### config.mk
export PLATFORM = sky130hd
export DESIGN_NAME = pipeline_skid_register
export DESIGN_NICKNAME = d
export VERILOG_FILES = /design/src/rtl/pipeline_skid_register_pkg.sv /design/src/rtl/pipeline_skid_register_ff.sv /design/src/rtl/pipeline_skid_register.sv
export SDC_FILE = /design/constraint.sdc
export NUM_CORES = 1
export LEC_CHECK = 0
export BUFFER_PORTS_ARGS = -buffer_cell sky130_fd_sc_hd__buf_4
export CAP_MARGIN = 15
export CORE_MARGIN = 3
export CORE_UTILIZATION = 53
export DETAILED_ROUTE_END_ITERATION = 16
export MAX_ROUTING_LAYER = met4
export PLACE_DENSITY = 0.84
export SYNTH_ARGS = -nofsm -noshare
export SYNTH_HDL_FRONTEND = slang
export SYNTH_SLANG_ARGS = --single-unit
### constraint.sdc
create_clock -name clk -period 3.1 [get_ports clk]
set_input_delay 0 -clock clk [delete_from_list [all_inputs] [get_ports clk]]
set_output_delay 0 -clock clk [all_outputs]
set_load 0.01 [all_outputs]
### src/rtl/pipeline_skid_register_pkg.sv
// rtl/pipeline_skid_register_pkg.sv - shared state encoding and width defaults for the skid register
package pipeline_skid_register_pkg;

    localparam int DEFAULT_WIDTH = 32;

    typedef enum logic [1:0] {
        EMPTY = 2'd0,
        ONE   = 2'd1,
        FULL  = 2'd2
    } state_t;

    function automatic logic [1:0] occupancy_of(input state_t s);
        logic [1:0] occ;
        case (s)
            EMPTY:   occ = 2'd0;
            ONE:     occ = 2'd1;
            FULL:    occ = 2'd2;
            default: occ = 2'd0;
        endcase
        return occ;
    endfunction

endpackage

### src/rtl/pipeline_skid_register_ff.sv
// rtl/pipeline_skid_register_ff.sv - enable-gated data flip-flop with synchronous clear
module pipeline_skid_register_ff
    import pipeline_skid_register_pkg::*;
#(
    parameter int N = DEFAULT_WIDTH
) (
    input  logic         clk,
    input  logic         reset,
    input  logic         en,
    input  logic [N-1:0] d,
    output logic [N-1:0] q
);

    always_ff @(posedge clk) begin
        if (reset) begin
            q <= '0;
        end else if (en) begin
            q <= d;
        end
    end

endmodule

### src/rtl/pipeline_skid_register.sv
// rtl/pipeline_skid_register.sv - two-entry elastic pipeline register with flush
module pipeline_skid_register
    import pipeline_skid_register_pkg::*;
#(
    parameter int N = DEFAULT_WIDTH
) (
    input  logic         clk,
    input  logic         reset,
    input  logic         flush,
    input  logic         in_valid,
    output logic         in_ready,
    input  logic [N-1:0] in_data,
    output logic         out_valid,
    input  logic         out_ready,
    output logic [N-1:0] out_data,
    output logic [1:0]   occupancy
);

    state_t       state;
    state_t       state_next;
    logic         accept;
    logic         consume;
    logic         main_we;
    logic         skid_we;
    logic [N-1:0] main_d;
    logic [N-1:0] main_q;
    logic [N-1:0] skid_q;

    assign accept  = in_valid & in_ready;
    assign consume = out_valid & out_ready;

    always_ff @(posedge clk) begin
        if (reset) begin
            state <= EMPTY;
        end else if (flush) begin
            state <= EMPTY;
        end else begin
            state <= state_next;
        end
    end

    always_comb begin
        state_next = state;
        case (state)
            EMPTY: begin
                if (accept) state_next = ONE;
            end
            ONE: begin
                if (accept && !consume) state_next = FULL;
                else if (!accept && consume) state_next = EMPTY;
            end
            FULL: begin
                if (consume) state_next = ONE;
            end
            default: state_next = EMPTY;
        endcase
    end

    // in_ready decodes only registered state, so it never follows out_ready
    always_comb begin
        in_ready  = (state != FULL);
        out_valid = (state != EMPTY);
        occupancy = occupancy_of(state);
        out_data  = main_q;
    end

    // Writes are suppressed under flush so a coincident accept leaves no trace
    always_comb begin
        main_we = 1'b0;
        skid_we = 1'b0;
        main_d  = in_data;
        if (!flush) begin
            case (state)
                EMPTY: main_we = accept;
                ONE: begin
                    main_we = accept & consume;
                    skid_we = accept & ~consume;
                end
                FULL: begin
                    main_we = consume;
                    main_d  = skid_q;
                end
                default: begin
                    main_we = 1'b0;
                    skid_we = 1'b0;
                end
            endcase
        end
    end

    pipeline_skid_register_ff #(.N(N)) u_main (
        .clk   (clk),
        .reset (reset),
        .en    (main_we),
        .d     (main_d),
        .q     (main_q)
    );

    pipeline_skid_register_ff #(.N(N)) u_skid (
        .clk   (clk),
        .reset (reset),
        .en    (skid_we),
        .d     (in_data),
        .q     (skid_q)
    );

endmodule

==> metrics.cfg <==
[outcome]
outcome=complete, no violations

[sta]
timing.fmax_mhz=429
slew_viol_final=0
period_share_pct=75.3
post-route-min-period_ns=2.33
relSlewSlack_pct=44.0
setup_violations=0
whs_ns=0.0708
finalHoldViolations=0
worst_pin_slew_ns=0.840
skew_ns=0.00591
final.setup.tns_ns=0
rsz0062_at_grt=no

[drt]
wl_um=7490
via_count=2656
initialDrtViolationCount=177
drc=0
ant_nets=0
routedWlPerCell_um=15.6
drt-vias-per-instance=5.54
first_pass_iters=4

[synthesis]
ys_seq_area_share_pct=43.5
yosysUniqueCellTypes=28
yosysTopAreaCell=dfxtp_1
synth_compound_area_share_pct=27.3
synthesis.instances=314
yosys_warnings=0
synth_area_leaders=dfxtp_1, a211oi_2, mux2i_1, a211oi_1, nand2_1
synth_top_family_by_area=compound AO/OA/AOI/OAI gates
synthXorXnorAreaFrac_pct=0
synth_fa_ha_area_share_pct=0.823
synth_nets=353
ys_ff_latch=66
syn_area_per_cell_um2=9.68
synthesis.area_um2=3040
synth.top_cell.area_share_pct=43.5
synthMuxAreaShare_pct=11.0
synthSimpleGateAreaFrac_pct=11.0

[critical_path]
crit_path_end_kind=register
crit_type=register to register
regToRegSetupSlack_ns=0.77
cp.arrival_ns=2.58
reg2reg_from=state[1]
critPathCapture=u_main.q[26]
critPathRequiredTime_ns=3.35
crit_start=state[1]
start_kind=register
crit_fanout=33
worstRegToRegCells=6
r2r_end=u_main.q[26]

[power]
total_power_mw=1.88
vdd_drop_max_v=0.000347
p_leak_nw=1.75
power.density_nw_per_um2=461

[die]
dieWidth_um=81.7
die_height_um=81.7
start_util_pct=57.0
io_pins=73
fp-row-count=26
dieArea_um2=6680
coreArea_um2=5340

[cells_and_area]
fin_cells=479
drive_above_1_share_pct=31.3
post-route-util_pct=76.3
multi_input_area_um2=1550
layout_commonest_cell=buf_4
final_cell_mix=buf_4, dfxtp_1, nand2_1, a211oi_1, dlygate4sd3_1
final_nets=443
fill_cells=387
seqCellArea_um2=1320
diodes=0
syn2layout_area_growth_pct=34.0

[global_routing]
grt_overflow=0
grtUsageMet3_pct=4.06
grt_pass1_vias=2543
grt_usage_pct=24.5
grt_first_pass_wirelength_um=12100
met1_usage_pct=30.3
antenna_found_initial=0
grt_busiest_layer=met2
grt.met2_usage_pct=39.2
grt_max_degree=67

[clocking]
cts_buffers=9
clockBufferDepth=2
cts.htree.levels=3
cts.clk_slew.worst_paths_ns=0.07
clock-root-buffer=clkbuf_8
cts_setup_buffers=0
cts_sinks=66
clock_latency_ns=0.34
cts_tree=yes

[run]
cap_violations=0

[placed_design]
dp_cells=428
place.port_buffers=72
hpwl_um=4430
gp_congestion=0.783

[hold_path]
hp-class=input pin to register

## cells in the mapped netlist
cell	n
a211oi_1	35
a211oi_2	30
a21o_1	1
a21o_4	1
a21oi_1	32
and2_1	2
and4bb_1	1
buf_1	1
buf_2	14
buf_4	4
buf_6	4
clkbuf_1	10
dfxtp_1	66
ha_1	2
inv_1	1
inv_2	1
mux2_4	1
mux2i_1	32
nand2_1	65
nand2b_1	3
nand3_1	1
nand4bb_1	1
nor2_1	1
nor2b_1	1
nor3_1	1
nor4bb_1	1
o22a_1	1
or2_2	1
## registers in the layout (all words and copies together), names as in the netlist
register,cells
u_skid.q,32
u_main.q,32
state,2
## worst max-delay path, stage by stage (launching register included)
cell and delay, ns:
dfxtp_1 0.42, or2_2 0.34, and2_1 0.17, ha_1 0.18, mux2_4 0.41, a21o_4 0.42, a211oi_2 0.28
## report_power, final
part           switching, mW  internal, mW
logic                  0.143         0.156
clock network          0.312         0.354
registers             0.0263         0.885
## final cells by class
class | instances | area share, %
Inverter | 2 | 0.184
Clock buffer | 14 | 4.24
Multi-Input combinational cell | 213 | 37.9
Clock inverter | 2 | 0.246
Sequential cell | 66 | 32.4
Tap cell | 70 | 2.15
Timing Repair Buffer | 112 | 22.8
## metal layers
metal,up-vias,share of wire (%)
li1,1313,-
met3,12,5.5
met4,0,1.5
met2,89,48
met5,-,0
met1,1242,45
## worst min-delay path by stage
| stage | startpoint | endpoint | slack, ns | depth (start not counted) |
|---|---|---|---|---|
| after global routing | in_valid | state[0] | 0.07 | 4 |
| after detailed placement | flush | state[1] | 0.24 | 2 |
| after global placement | flush | state[1] | 0.24 | 2 |
| final | in_valid | state[0] | 0.07 | 4 |
| after floorplan | flush | state[1] | 0.08 | 1 |
| after CTS | in_valid | state[0] | 0.05 | 4 |
## per-stage QoR
step | setup WS (ns) | area [µm²]
after floorplan | 0.902 | 3040
after global placement | 0.874 | 3540
after detailed placement | 0.822 | 3540
after CTS | 0.770 | 4070
after global routing | 0.662 | 4070
final | 0.766 | 4070
## kinds of logic (layout without fill, tap and decap cells)
family	count (synthesis)	in the layout
multiplexers	33	33
buffers and inverters	35	130
adder cells (fa/ha/maj)	2	2
AND/OR/NAND/NOR	78	78
AO/OA/AOI/OAI	100	100
flip-flops	66	66
## what timing repair did
| item | CTS | global route |
|---|---|---|
| hold endpoints to repair | 34 | 0 |
| resized for setup | 0 | 0 |
| hold buffers | 35 | 0 |
Power figures use the tool's default switching activity.
